File: src/rtl/vis_pkg.sv
// rtl/vis_pkg.sv - shared types and constants for the spectrum bar display path
package vis_pkg;

  localparam int NUM_BARS = 16;
  localparam int SEG_BITS = 18;

  typedef logic [SEG_BITS-1:0] bar_t;
  typedef logic [4:0]          level_t;

  typedef enum logic [1:0] {
    IDLE,
    COLLECT,
    WAIT_VS,
    COMMIT
  } sched_state_t;

  // Segment k is lit when the bar level reaches above it; LSB is the bottom segment.
  function automatic bar_t thermo(input level_t lvl);
    bar_t w;
    for (int k = 0; k < SEG_BITS; k++) begin
      w[k] = (level_t'(k) < lvl);
    end
    return w;
  endfunction

endpackage

File: src/rtl/bar_level_map.sv
// rtl/bar_level_map.sv - magnitude to bar level, and bar level to thermometer word
module bar_level_map
  import vis_pkg::*;
#(
  parameter int MAG_W = 8
) (
  input  logic [MAG_W-1:0] mag,
  input  level_t           lvl_in,
  output level_t           lvl,
  output bar_t             bar
);

  logic [MAG_W+4:0] prod;

  // Offsetting by one lets full-scale magnitude reach exactly SEG_BITS.
  assign prod = ({5'd0, mag} + (MAG_W+5)'(1)) * (MAG_W+5)'(SEG_BITS);
  assign lvl  = level_t'(prod >> MAG_W);
  assign bar  = thermo(lvl_in);

endmodule

File: src/rtl/bar_frame_scheduler.sv
// rtl/bar_frame_scheduler.sv - collects a set of magnitude bins and commits them to
// the displayed bars at a vsync falling edge, with per-commit peak decay
module bar_frame_scheduler
  import vis_pkg::*;
#(
  parameter int MAG_W = 8,
  parameter int DECAY = 1
) (
  input  logic                         clk,
  input  logic                         rst,
  input  logic                         bin_valid,
  output logic                         bin_ready,
  input  logic [MAG_W-1:0]             bin_mag,
  input  logic                         bin_last,
  input  logic                         vsync,
  output logic [NUM_BARS*SEG_BITS-1:0] bars,
  output logic                         commit
);

  localparam int IDX_W = $clog2(NUM_BARS);
  localparam logic [IDX_W-1:0] LAST_IDX = IDX_W'(NUM_BARS - 1);

  sched_state_t     state, next_state;
  logic [IDX_W-1:0] idx;
  level_t           shadow [NUM_BARS];
  level_t           disp   [NUM_BARS];
  logic             vs_q;

  logic   transfer, set_end, vs_start, last_write;
  level_t mag_lvl, decayed, new_lvl;
  bar_t   new_bar;

  bar_level_map #(.MAG_W(MAG_W)) u_map (
    .mag    (bin_mag),
    .lvl_in (new_lvl),
    .lvl    (mag_lvl),
    .bar    (new_bar)
  );

  assign transfer   = bin_valid && bin_ready;
  assign set_end    = transfer && (bin_last || idx == LAST_IDX);
  assign vs_start   = vs_q && !vsync;
  assign last_write = (state == COMMIT) && (idx == LAST_IDX);

  // Peak hold: a bar falls at most DECAY segments per commit, never below the new sample.
  assign decayed = (disp[idx] > level_t'(DECAY)) ? disp[idx] - level_t'(DECAY) : '0;
  assign new_lvl = (shadow[idx] > decayed) ? shadow[idx] : decayed;

  always_comb begin
    next_state = state;
    bin_ready  = 1'b0;
    case (state)
      IDLE:    next_state = COLLECT;
      COLLECT: begin
        bin_ready = 1'b1;
        if (set_end) next_state = WAIT_VS;
      end
      WAIT_VS: if (vs_start) next_state = COMMIT;
      COMMIT:  if (idx == LAST_IDX) next_state = IDLE;
      default: next_state = IDLE;
    endcase
  end

  always_ff @(posedge clk) begin
    if (rst) begin
      state  <= IDLE;
      idx    <= '0;
      vs_q   <= 1'b1;
      commit <= 1'b0;
      bars   <= '0;
      for (int k = 0; k < NUM_BARS; k++) begin
        shadow[k] <= '0;
        disp[k]   <= '0;
      end
    end else begin
      state  <= next_state;
      vs_q   <= vsync;
      commit <= last_write;
      case (state)
        COLLECT: begin
          if (transfer) begin
            shadow[idx] <= mag_lvl;
            if (set_end) begin
              idx <= '0;
              // A short set leaves no stale bins from the previous set.
              for (int k = 0; k < NUM_BARS; k++) begin
                if (k > int'(idx)) shadow[k] <= '0;
              end
            end else begin
              idx <= idx + 1'b1;
            end
          end
        end
        COMMIT: begin
          disp[idx]                         <= new_lvl;
          bars[idx*SEG_BITS +: SEG_BITS]    <= new_bar;
          idx                               <= idx + 1'b1;
        end
        default: ;
      endcase
    end
  end

endmodule

File: config.mk
export PLATFORM = sky130hd
export DESIGN_NAME = bar_frame_scheduler
export DESIGN_NICKNAME = d
export VERILOG_FILES = /design/src/rtl/vis_pkg.sv /design/src/rtl/bar_level_map.sv /design/src/rtl/bar_frame_scheduler.sv
export SDC_FILE = /design/constraint.sdc
export NUM_CORES = 1
export LEC_CHECK = 0
export CAP_MARGIN = 10
export CORE_UTILIZATION = 25
export DETAILED_ROUTE_END_ITERATION = 7
export PLACE_DENSITY = 0.42
export SLEW_MARGIN = 40
export SYNTH_ARGS = -nofsm -noshare
export SYNTH_HDL_FRONTEND = slang
export SYNTH_SLANG_ARGS = --single-unit
File: constraint.sdc
create_clock -name clk -period 11.9 [get_ports clk]
set_input_delay 3.57 -clock clk [delete_from_list [all_inputs] [get_ports clk]]
set_output_delay 3.57 -clock clk [all_outputs]
set_load 0.01 [all_outputs]
* After elaboration in Yosys (flattened, before gate mapping)
Memory sizes are Yosys's and may differ from the RTL's. A register that Yosys moved wholly into a read port is not among the register bits.
Cells that the tools add are included.
** Cells by class
- Add/sub/neg operators :: 4
- Multiply operators :: 2
- $lt $le $gt $ge :: 35
- Equal/unequal tests :: 8
- Shifts and indexed selects :: 2
- Muxes and demuxes :: 135
- Bitwise operators :: 15
- Reductions and logical operators :: 12
** Operators by type and width (count)
- 288-bit bitwise mux :: 1
- 18-bit by 34-bit variable shift with 288-bit output (first input constant) :: 1
- 18-bit by 34-bit variable part select with 288-bit output :: 1
- 1-bit 2-to-1 mux :: 102
- 5-bit 2-to-1 mux :: 19
- 4-bit by 5-bit less-than comparator with 1-bit output (first input constant) :: 8
- 9-bit negator with 34-bit output :: 1
- 4-bit > comparator (first input constant) :: 8
- 4-bit 2-to-1 mux :: 8
- 3-bit by 5-bit less-than comparator with 1-bit output (first input constant) :: 4
- 3-bit by 4-bit > comparator with 1-bit output (first input constant) :: 4
- 1-bit OR :: 15
- 13-bit by 4-bit multiplier with 12-bit output (second input constant) :: 1
- 1-bit by 5-bit less-than comparator with 1-bit output (first input constant) :: 2
- 2-bit by 5-bit less-than comparator with 1-bit output (first input constant) :: 2
- 5-bit less-than comparator (first input constant) :: 2
- 5-bit OR reduction :: 2
- 8-bit by 1-bit adder with 9-bit output (second input constant) :: 1
- 2-bit by 4-bit > comparator with 1-bit output (first input constant) :: 2
- 4-bit by 4-bit multiplier with 8-bit output (second input constant) :: 1
- 2-bit != test (second input constant) :: 4
- 2-bit one-hot mux with 4 select lines :: 1
- 4-bit one-hot mux with 2 select lines :: 1
- 2-bit 2-to-1 mux :: 3
- other kinds (15) :: 19
** Storage, ports and cells
- Register bits after elaboration :: 296
- RAM bits :: 160
- Bits of input ports :: 13
- Memories kept :: 2
** Memory list
- disp :: words 16, bits a word 5, rd ports 1, clocked after memory_dff 1, write ports 16, line bar_frame_scheduler.sv:26 : level_t disp [NUM_BARS];
- shadow :: words 16, bits a word 5, rd ports 1, clocked after memory_dff 1, write ports 16, line bar_frame_scheduler.sv:25 : level_t shadow [NUM_BARS];

* Logic depth before layout (Yosys ltp)
- Depth in word-level cells :: 10
- Mapped depth :: 26
- Mapped depth without buffers :: 21

* By module
Synthesis repeated with hierarchy kept, for this count alone.
** Unflattened totals
- Cell total of the unflattened synthesis :: 2461
- Area total of the unflattened synthesis :: 22838.2 µm²
** By module, submodules not included
- bar_frame_scheduler :: times used 1, cells each 2377, area an instance 22210.1 µm², sequential area each 10510.1 µm²
- bar_level_map :: times used 1, cells each 84, area an instance 628.1 µm², sequential area each 0.0 µm²

* Worst setup path before layout
Ideal clock, no wire load.
- Path type :: input to register
- From :: input port bin_mag[0]
- To :: memory shadow[0][4] (netlist bit), data pin
- Setup time :: 265 ps
- Arrival time :: 6273 ps
- Required time :: 11635 ps
- Setup slack :: 5362 ps
- Stages :: 15
- Path buffers :: 1
- Cells stage by stage :: and4_1 -> nand2_1 -> xnor2_1 -> ha_1 -> ha_1 -> and4b_1 -> o21ai_0 -> a21oi_1 -> o21a_1 -> nor2_1 -> nor2b_1 -> o21ai_0 -> xor2_1 -> clkbuf_1 -> nor2_1
** RTL lines
- from (decl) :: line bar_frame_scheduler.sv:13 : input logic [MAG_W-1:0] bin_mag,
- to (decl) :: line bar_frame_scheduler.sv:25

==> impl_metrics.csv <==
group,metric,value,unit
cells_and_area,layout_common_cells,"nor2_1, dfxtp_1, clkdlybuf4s50_1",
routing,antenna_left,0,
clock_tree,ctsHoldBuffers,0,
yosys,avgSynthCellArea,8.907,sq um
placement,port_buffers,302,
global_route,grtUsageMet2,35.97,%
floorplanning,io_pins,303,
flow_run,maxCapViolCount,0,
worst_setup_path,endpoint,"bars[112]",
global_route,track_usage,22.05,%
yosys,synth-seq-cells,460,
worst_setup_path,r2r_end,"bars[112]",
worst_setup_path,r2r_cells,23,
clock_tree,cts_root_buf,"clkbuf_16",
routing,via_per_inst,5.337,
clock_tree,cts_tree,"yes",
yosys,syn_inst,2525,
power_and_ir_drop,p_leak,9.454,nW
worst_setup_path,worstPathRequired,12.46,ns
cells_and_area,final_area,28860,sq um
placement,post_dp_cell_area,26910,sq um
clock_tree,clk-insertion-delay-late,0.65,ns
global_route,grt_use_met3,5.020,%
floorplanning,start_util,25.33,%
cells_and_area,syn2layout_area_growth,28.32,%
clock_tree,clock-sinks,460,
worst_setup_path,r2r_slack,4.62,ns
yosys,synth_xor_area_share,0.8901,%
yosys,yosysSeqAreaShare,46.73,%
worst_setup_path,end_kind,"flop",
floorplanning,fp.coreArea,88780,sq um
yosys,yosys.area_share.simple,19.28,%
worst_setup_path,crit_fanout,27,
global_route,grtUsageMet1,28.79,%
clock_tree,clk_path_buf_depth,3,
run_status,violations,"DRC",
yosys,synth_compound_area_share,22.04,%
cells_and_area,post-route-util,32.51,%
sta,hold_ws,0.4606,ns
worst_hold_path,worstHoldPathType,"flop to flop",
clock_tree,clk_pin_slew_worst_paths,0.06,ns
cells_and_area,final_nets,2826,
floorplanning,die_w,301.9,microns
worst_setup_path,cp.arrival,7.84,ns
sta,finalCriticalPeriod,7.282,ns
sta,max_slew_margin,39.76,%
routing,dr.pass1.iters,8,
sta,fin_setup_tns,0,ns
routing,wirelength,103200,microns
routing,drc_errors,14,
placement,place_inst,3891,
sta,worstMarginPinSlew,0.8981,ns
yosys,synthMuxAreaShare,5.942,%
sta,min_period_over_period,61.19,%
cells_and_area,instances_no_fill,3992,
yosys,dominantRegCellSynth,"dfxtp_1",
global_route,grt_pass1_vias,20710,
placement,place_congestion,0.8931,
global_route,antenna_found_initial,0,
clock_tree,cts_buffers,53,
yosys,synth_fp_nets,2569,
yosys,synth_area,22490,sq um
floorplanning,dieArea,91160,sq um
clock_tree,cts-resized-gates,0,
routing,vias,21310,
yosys,synth_fa_ha_area_share,1.903,%
power_and_ir_drop,ir_drop,0.1425,mV
sta,setup_violations,0,
global_route,grt_start_max_net_pins,95,
clock_tree,post_cts_buffers,0,
worst_setup_path,critPathLaunchType,"flop",
yosys,async_reset_ff_share,0,%
yosys,synth.distinct_cells,100,
placement,dp_hpwl,75730,microns
global_route,busiest_layer,"met2",
routing,drt-initial-drc-count,2130,
run_status,status,"complete, but fails checks",
sta,fmax,0.1373,GHz
sta,rsz0062_at_grt,"no",
sta,finalHoldViolCount,0,
global_route,grt_overflow,0,
sta,fin_skew,0.04524,ns
global_route,grt_pass1_wl,147900,microns
cells_and_area,final_common_cell,"nor2_1",
power_and_ir_drop,pwr_density_cell,216.9,nW/um^2
yosys,synth_edf_count,130,
cells_and_area,final_layout_size_suffix_gt1_share,9.943,%
floorplanning,dieHeight,301.9,microns
worst_setup_path,critPathKind,"flop to flop",
routing,post_drt_wl_per_cell,25.84,microns
yosys,ys_warn_count,0,
floorplanning,row_count,109,
clock_tree,htree_levels,2,
sta,drv_slew,0,
yosys,synth_top_family_by_area,"compound AO/OA/AOI/OAI gates",
## kinds of logic (layout without fill, tap and decap cells)
| logic type | count (synthesis) | after routing |
|---|---|---|
| adders and majority gates | 35 | 35 |
| buffers and inverters | 172 | 473 |
| DFF | 460 | 460 |
| AOI/OAI and AO/OA | 728 | 728 |
| xor gates and xnor gates | 22 | 22 |
| and+or+nand+nor | 1029 | 1029 |
| muxes | 79 | 79 |
| other | 0 | 1 |
## power breakdown
part / leakage (nW) / internal, mW / switching [mW]
combinational: 4.50 / 0.703 / 2.09
sequential: 4.01 / 1.65 / 0.0277
clock: 0.947 / 1.06 / 0.725
total: 9.45 / 3.42 / 2.84
## sequential cells by signal (all words and copies together), names as in the netlist, named ones only
register and count:
bars 288, disp 80, shadow 80, idx 4
state 2, commit 1, vs_q 1
## worst min path at each step
| stage | endpoint | slack, ns | startpoint | cells after the start |
|---|---|---|---|---|
| detailed placement | bars[210] | 0.45 | bars[210] | 2 |
| global placement | bars[218] | 0.45 | bars[218] | 2 |
| floorplan | shadow[2][2] | 0.46 | shadow[2][2] | 2 |
| global route | bars[210] | 0.48 | bars[210] | 2 |
| CTS | bars[122] | 0.46 | bars[122] | 2 |
| finish | bars[122] | 0.46 | bars[122] | 2 |
## cell usage after synthesis, types with 9 or more instances
| master | number | share of area (%) |
|---|---|---|
| a211oi_1 | 95 | 3.2 |
| a21oi_1 | 147 | 3.3 |
| a221oi_1 | 20 | 0.78 |
| a22oi_1 | 36 | 1.2 |
| a311oi_1 | 26 | 1.0 |
| a31oi_1 | 61 | 1.7 |
| a32oi_1 | 17 | 0.66 |
| and2_1 | 10 | 0.28 |
| and3_1 | 16 | 0.45 |
| buf_1 | 13 | 0.22 |
| buf_2 | 11 | 0.24 |
| clkbuf_1 | 120 | 2.0 |
| dfxtp_1 | 330 | 29 |
| edfxtp_1 | 130 | 17 |
| ha_1 | 31 | 1.7 |
| inv_1 | 15 | 0.25 |
| mux2i_1 | 32 | 1.4 |
| mux4_2 | 38 | 3.8 |
| nand2_1 | 245 | 4.1 |
| nand2b_1 | 9 | 0.25 |
| nand3_1 | 82 | 1.8 |
| nor2_1 | 540 | 9.0 |
| nor2b_1 | 17 | 0.47 |
| nor3_1 | 65 | 1.4 |
| o211ai_1 | 19 | 0.63 |
| o21a_1 | 10 | 0.33 |
| o21ai_0 | 154 | 3.4 |
| o21ai_1 | 24 | 0.53 |
| o22ai_1 | 17 | 0.47 |
| o31ai_1 | 14 | 0.47 |
| xnor2_1 | 10 | 0.39 |
| xor2_1 | 11 | 0.43 |
## per-stage QoR
step                power [mW]  setup slack, ns
floorplan                3.364            5.362
global placement         4.397            4.134
detailed placement       4.451            4.294
CTS                      6.256            4.531
global route             6.513            4.128
finish                   6.260            4.618
## layer usage
metal  vias up  routed length (microns)
li1       9819                        -
met1     10510                    43820
met2       808                    48320
met3       167                     7798
met4         0                     3233
met5         -                        0
## final cells by class
cell class | count | area, sq um
Antenna cell | 1 | 2.502
Clock inverter | 21 | 317.8
Timing Repair Buffer | 356 | 3482
Tap cell | 1165 | 1458
Sequential cell | 460 | 10520
Fill cell | 9229 | 59920
Clock buffer | 78 | 1593
Multi-Input combinational cell | 1893 | 11410
Inverter | 18 | 72.57
## critical path, stage by stage (launching register included)
cell and delay, ns:
dfxtp_4 0.52, buf_12 0.27, mux4_2 0.53, nand2b_1 0.16, o21ai_1 0.23, or2_2 0.21, ha_1 0.28, inv_1 0.11
o41ai_1 0.38, o31ai_1 0.19, inv_1 0.09, ha_1 0.23, and3_1 0.20, o21a_1 0.15, o31ai_2 0.18, buf_4 0.27
nor2_1 0.09, a31oi_2 0.55, nand2_2 0.58, nor4_1 0.64, nor4_2 0.19, a221oi_4 0.54, a21oi_1 0.30, a211oi_1 0.26
Note: power is estimated with default switching activity, not from simulation.
